## config.mk

```make
export PLATFORM = sky130hd
export DESIGN_NAME = wb_stage_lsq
export DESIGN_NICKNAME = d
export VERILOG_FILES = /design/src/rtl/wb_stage_lsq.sv
export SDC_FILE = /design/constraint.sdc
export NUM_CORES = 1
export LEC_CHECK = 0
export ABC_AREA = 1
export CAP_MARGIN = 20
export CORE_AREA = 2 2 213 215
export DETAILED_ROUTE_END_ITERATION = 12
export DIE_AREA = 0 0 215 217
export PLACE_DENSITY = 0.66
export SLEW_MARGIN = 20
export SYNTH_ARGS = -nofsm -noshare
export SYNTH_HDL_FRONTEND = slang
export SYNTH_SLANG_ARGS = --single-unit
```

## constraint.sdc

```tcl
create_clock -name clk -period 9.3 [get_ports clk]
set_input_delay 1.395 -clock clk [delete_from_list [all_inputs] [get_ports clk]]
set_output_delay 1.395 -clock clk [all_outputs]
set_load 0.01 [all_outputs]
```

## src/rtl/wb_stage_lsq.sv

```systemverilog
// wb_stage_lsq: writeback stage with in-order load-response FIFO, load alignment, CSR/regfile commit and flushes.
// Optional retire counter enabled by defining WB_RETIRE_CNT_EN.
module wb_stage_lsq #(
  parameter int RESP_DEPTH = 2,
  parameter int CNT_W      = 32
) (
  input  logic             clk,
  input  logic             resetn,
  input  logic             mem_to_wb_valid,
  output logic             wb_allowin,
  input  logic [172:0]     mem_to_wb_bus,
  input  logic             resp_valid,
  input  logic [31:0]      resp_data,
  output logic             rf_we,
  output logic [4:0]       rf_waddr,
  output logic [31:0]      rf_wdata,
  output logic             wb_load_wait,
  output logic             csr_re,
  output logic             csr_we,
  output logic [13:0]      csr_num,
  output logic [31:0]      csr_wmask,
  output logic [31:0]      csr_wvalue,
  input  logic [31:0]      csr_rvalue,
  output logic             ex_flush,
  output logic             ertn_flush,
  output logic [5:0]       wb_ecode,
  output logic [8:0]       wb_esubcode,
  output logic [31:0]      wb_ex_pc,
  output logic [31:0]      era_pc,
  output logic             resp_overflow,
  output logic [31:0]      debug_wb_pc,
  output logic [3:0]       debug_wb_rf_we,
  output logic [4:0]       debug_wb_rf_wnum,
  output logic [31:0]      debug_wb_rf_wdata,
  output logic [CNT_W-1:0] retire_cnt
);
  localparam int AW = (RESP_DEPTH > 1) ? $clog2(RESP_DEPTH) : 1;
  localparam logic [AW:0] FULL = (AW+1)'(RESP_DEPTH);
  logic          r_valid;
  logic [172:0]  r_bus;
  logic [31:0]   r_mem [RESP_DEPTH];
  logic [AW-1:0] r_rd, r_wr;
  logic [AW:0]   r_cnt;
  logic          r_ovf;
  logic [31:0]   w_pc, w_wdata, w_raw, w_ld_data;
  logic          w_rf_we, w_is_load, w_uns, w_csr_re, w_csr_we, w_ertn, w_ex;
  logic [1:0]    w_ld_size, w_ld_off;
  logic [7:0]    w_byte;
  logic [15:0]   w_half;
  logic          w_nonempty, w_avail, w_ready_go, w_retire, w_flush, w_ld_ret, w_pop, w_push, w_drop;
  assign w_pc       = r_bus[172:141];
  assign w_rf_we    = r_bus[140];
  assign rf_waddr   = r_bus[139:135];
  assign w_wdata    = r_bus[134:103];
  assign w_is_load  = r_bus[102];
  assign w_ld_size  = r_bus[101:100];
  assign w_uns      = r_bus[99];
  assign w_ld_off   = r_bus[98:97];
  assign w_csr_re   = r_bus[96];
  assign w_csr_we   = r_bus[95];
  assign csr_num    = r_bus[94:81];
  assign csr_wmask  = r_bus[80:49];
  assign csr_wvalue = r_bus[48:17];
  assign w_ertn     = r_bus[16];
  assign w_ex       = r_bus[15];
  assign wb_ecode   = r_bus[14:9];
  assign wb_esubcode = r_bus[8:0];
  assign w_nonempty = r_cnt != '0;
  assign w_avail    = w_nonempty | resp_valid;
  assign w_ready_go = ~w_is_load | w_ex | w_avail;
  assign wb_allowin = ~r_valid | w_ready_go;
  assign w_retire   = r_valid & w_ready_go;
  assign w_flush    = w_retire & (w_ex | w_ertn);
  assign w_ld_ret   = w_retire & w_is_load & ~w_ex;
  assign w_pop      = w_ld_ret & w_nonempty;
  // a response consumed directly by a waiting load with an empty FIFO is never stored
  assign w_drop     = resp_valid & (r_cnt == FULL) & ~w_pop & ~w_flush;
  assign w_push     = resp_valid & ~w_flush & ~w_drop & ~(w_ld_ret & ~w_nonempty);
  assign w_raw      = w_nonempty ? r_mem[r_rd] : resp_data;
  assign w_byte     = w_raw[{w_ld_off, 3'b000} +: 8];
  assign w_half     = w_ld_off[1] ? w_raw[31:16] : w_raw[15:0];
  assign w_ld_data  = (w_ld_size == 2'd0) ? {{24{~w_uns & w_byte[7]}}, w_byte} :
                      (w_ld_size == 2'd1) ? {{16{~w_uns & w_half[15]}}, w_half} : w_raw;
  assign rf_wdata   = w_csr_re ? csr_rvalue : w_is_load ? w_ld_data : w_wdata;
  assign rf_we      = w_retire & w_rf_we & ~w_ex;
  assign csr_we     = w_retire & w_csr_we & ~w_ex;
  assign csr_re     = r_valid & w_csr_re;
  assign ex_flush   = w_retire & w_ex;
  assign ertn_flush = w_retire & w_ertn & ~w_ex;
  assign wb_ex_pc   = w_pc;
  assign era_pc     = csr_rvalue;
  assign wb_load_wait = r_valid & w_is_load & ~w_ex & ~w_avail;
  assign resp_overflow = r_ovf;
  assign debug_wb_pc       = w_pc;
  assign debug_wb_rf_we    = {4{rf_we}};
  assign debug_wb_rf_wnum  = rf_waddr;
  assign debug_wb_rf_wdata = rf_wdata;
  always_ff @(posedge clk) begin
    if (!resetn) begin
      r_valid <= 1'b0;
      r_bus   <= '0;
    end else begin
      if (wb_allowin) r_valid <= mem_to_wb_valid;
      if (mem_to_wb_valid & wb_allowin) r_bus <= mem_to_wb_bus;
    end
  end
  always_ff @(posedge clk) begin
    if (w_push) r_mem[r_wr] <= resp_data;
  end
  always_ff @(posedge clk) begin
    if (!resetn || w_flush) begin
      r_rd  <= '0;
      r_wr  <= '0;
      r_cnt <= '0;
    end else begin
      if (w_push) r_wr <= r_wr + AW'(1);
      if (w_pop) r_rd <= r_rd + AW'(1);
      r_cnt <= r_cnt + {{AW{1'b0}}, w_push} - {{AW{1'b0}}, w_pop};
    end
  end
  always_ff @(posedge clk) begin
    if (!resetn) r_ovf <= 1'b0;
    else if (w_drop) r_ovf <= 1'b1;
  end
`ifdef WB_RETIRE_CNT_EN
  logic [CNT_W-1:0] r_retire_cnt;
  always_ff @(posedge clk) begin
    if (!resetn) r_retire_cnt <= '0;
    else if (w_retire & ~w_ex) r_retire_cnt <= r_retire_cnt + CNT_W'(1);
  end
  assign retire_cnt = r_retire_cnt;
`else
  assign retire_cnt = '0;
`endif
endmodule

```

==> impl_metrics.json <==
{
  "crit_path_end_kind": "output pin",
  "htreeDepth": 1,
  "vias": 11438,
  "place_congestion": 0.835,
  "critPathTopFamily": "buffers and inverters",
  "ios": 548,
  "drc": 0,
  "nets": 2171,
  "start_kind": "input pin",
  "ys_types": 36,
  "yosys.area_share.adder_pct": 0.195,
  "slowest_delay_ns": 0.71,
  "yosys_warnings": 0,
  "fin_ws_ns": 4.01,
  "path_clk_slew_ns": 0.06,
  "grt.total_usage_pct": 18.4,
  "synth_xor_area_share_pct": 0.0684,
  "synthFlopType": "dfxtp_1",
  "place.port_buffers": 515,
  "status": "finished clean",
  "hp-class": "register to register",
  "crit_top_cell": "nand2_1",
  "cp.arrival_ns": 3.90,
  "clockBufferDepth": 3,
  "synth_top_family_by_area": "simple AND/OR/NAND/NOR gates",
  "crit_slowest_cell": "o21ai_2",
  "ys_ff_latch": 244,
  "synth.area.top_cells": "dfxtp_1 28%, buf_4 16%, edfxtp_1 15%, nor2_1 11%, nand2_1 8.5%",
  "final_max_slew_viol_count": 0,
  "ant_nets": 0,
  "vdd_drop_max_mv": 0.159,
  "cts_resized": 0,
  "worst_slew_pin_slew_ns": 0.986,
  "setup_viol": 0,
  "grt_pass1_wl_mm": 66.8,
  "area_growth_pct": 34.8,
  "critical_path_class": "input pin to output pin",
  "synth-simple-area-share_pct": 24.7,
  "cts_tree": "yes",
  "rsz0062_at_grt": "false",
  "crit_fanout": 16,
  "core_um2": 44700,
  "worst_ep_required_time_ns": 7.91,
  "post-route-period-util_pct": 56.9,
  "cts-buffers-inserted": 28,
  "antenna_found_initial": 8,
  "clk_latency_ns": 0.56,
  "cts.sink_count": 244,
  "clock_skew_ns": 0.0239,
  "rows": 78,
  "dp_hpwl_mm": 32.5,
  "cts-root-buf": "clkbuf_16",
  "synthArstFlopShare_pct": 0,
  "nFillCells": 4594,
  "avgSynthCellArea_um2": 7.51,
  "path_cells": "clkdlybuf4s50_1 -> inv_1 -> nand2_1 -> nand2_1 -> o21ai_2 -> a21oi_1 -> nand2_1 -> nand2_1 -> nand2_1 -> clkdlybuf4s50_1",
  "setup_tns_ns": 0,
  "drt_iter0_drc": 739,
  "synth.area.mux_share_pct": 0,
  "start_util_pct": 28.7,
  "grt_overflow": 0,
  "crit_buf_inv": 3,
  "post_cts_buffers": 0,
  "synth.largest_area_cell": "dfxtp_1",
  "synth_top_area_share_pct": 28.1,
  "hold_viol": 0,
  "powerDensity_nw_per_um2": 178,
  "yosysSeqAreaShare_pct": 43.1,
  "fmax_mhz": 189,
  "dieArea_um2": 46700,
  "grt_max_degree": 110,
  "die_h_um": 217,
  "grt_pass1_vias": 11151,
  "drive_gt1_share_pct": 3.90,
  "cts_hold_repair.buffers": 0,
  "syn-cell-area_um2": 12800,
  "synth_compound_area_share_pct": 10.3,
  "avgRoutedWirePerCell_um": 17.7,
  "pre_cts_ws_ns": 4.05,
  "vias_per_cell": 4.48,
  "drt_pre_antenna_iters": 6,
  "wirelength_mm": 45.1,
  "slew_headroom_pct": 34.3,
  "synth_edf_count": 64,
  "leakage_uw": 0.00703,
  "die_w_um": 215,
  "syn_inst": 1706,
  "min_period_ns": 5.29,
  "drv_cap": 0
}
[worst min-delay path, cell delays in order, from the launching register on]
cell     delay [ns]
dfxtp_1        0.29
inv_1          0.06
a21oi_1        0.05
[where the power goes]
group / internal, uW / switching, uW / total, uW
sequential: 1170 / 42.5 / 1210
combinational: 354 / 393 / 747
clock: 659 / 449 / 1110
[metal layers]
metal / part of all wire, % / track usage (%)
met1: 41 / 22.3
met2: 47 / 31.0
met3: 8.5 / 5.26
met4: 3.1 / 6.55
met5: 0.093 / 0
[kinds of logic (layout without fill, tap and decap cells)]
family,after synthesis,after routing
buffers and inverters,414,626
DFF,244,244
xor gates and xnor gates,1,1
other,1,37
AOI/OAI and AO/OA,255,255
and+or+nand+nor,789,789
adders and majority gates,2,2
[cell usage in the layout (no fill, tap or decap), drive strengths merged]
cell type	n
clkdlybuf4s50	514
nor2	396
nand2	295
o21ai	192
dfxtp	180
nand3	86
edfxtp	64
inv	49
a21oi	47
clkbuf	43
conb	32
buf	9
clkinv	9
and2	7
o21bai	7
o211ai	6
diode	5
or2	3
ha	2
bufinv	2
o22ai	1
a31oi	1
nand3b	1
o21a	1
xnor2	1
nand4	1
[synthesized netlist by cell type, types with 2 or more instances]
library cell,instances
or2_2,3
dfxtp_1,180
nand3_1,85
buf_4,280
o21bai_1,7
nand2_1,291
clkbuf_1,42
o211ai_1,6
buf_6,17
buf_1,3
o21ai_0,190
ha_1,2
clkinv_1,3
edfxtp_1,64
inv_2,5
nor2_1,391
and2_1,7
a21oi_1,46
buf_2,20
nor2_2,2
nand2_2,4
inv_1,43
nor2_8,2
[through the flow]
stage          cells  instance area, um^2  hold WS (ns)  total power (uW)  util (%)
2_1_floorplan   1737                12900         0.430              1690         -
3_5_place_dp    2498                16300         0.450              1980      36.5
3_3_place_gp    2498                16300         0.444              1980      36.5
4_1_cts         2549                17300         0.458              3100      38.6
5_1_grt         2551                17300         0.485              3220      38.6
6_report        2554                17300         0.455              3070      38.7
[cell type report]
cell class	count	area (um^2)	area share (%)
diodes	5	12.5	0.0724
clock buffers	43	818	4.74
clock inverters	8	105	0.608
inverters	52	200	1.16
multi-input cells	1079	4650	26.9
flip-flops and latches	244	5530	32.0
well taps	600	751	4.35
repair buffers	523	5220	30.2
[state kept, by name, indices dropped and copies added, names as in the netlist, named ones only]
name / flops
r_wr: 1
resp_overflow: 1
r_bus: 173
r_valid: 1
r_mem: 64
r_cnt: 2
r_rd: 1
[final timing paths]
check | slack (ns) | end | depth (start not counted) | from
worst max-delay path | 4.01 | debug_wb_rf_wdata[29] | 10 | resp_data[15]
worst min-delay path | 0.46 | r_bus[140] | 2 | r_bus[140]
worst max register to register | 6.01 | r_bus[7] | 10 | r_bus[102]
worst min register to register | 0.46 | r_bus[140] | 2 | r_bus[140]
Note: power is estimated with default switching activity, not from simulation.
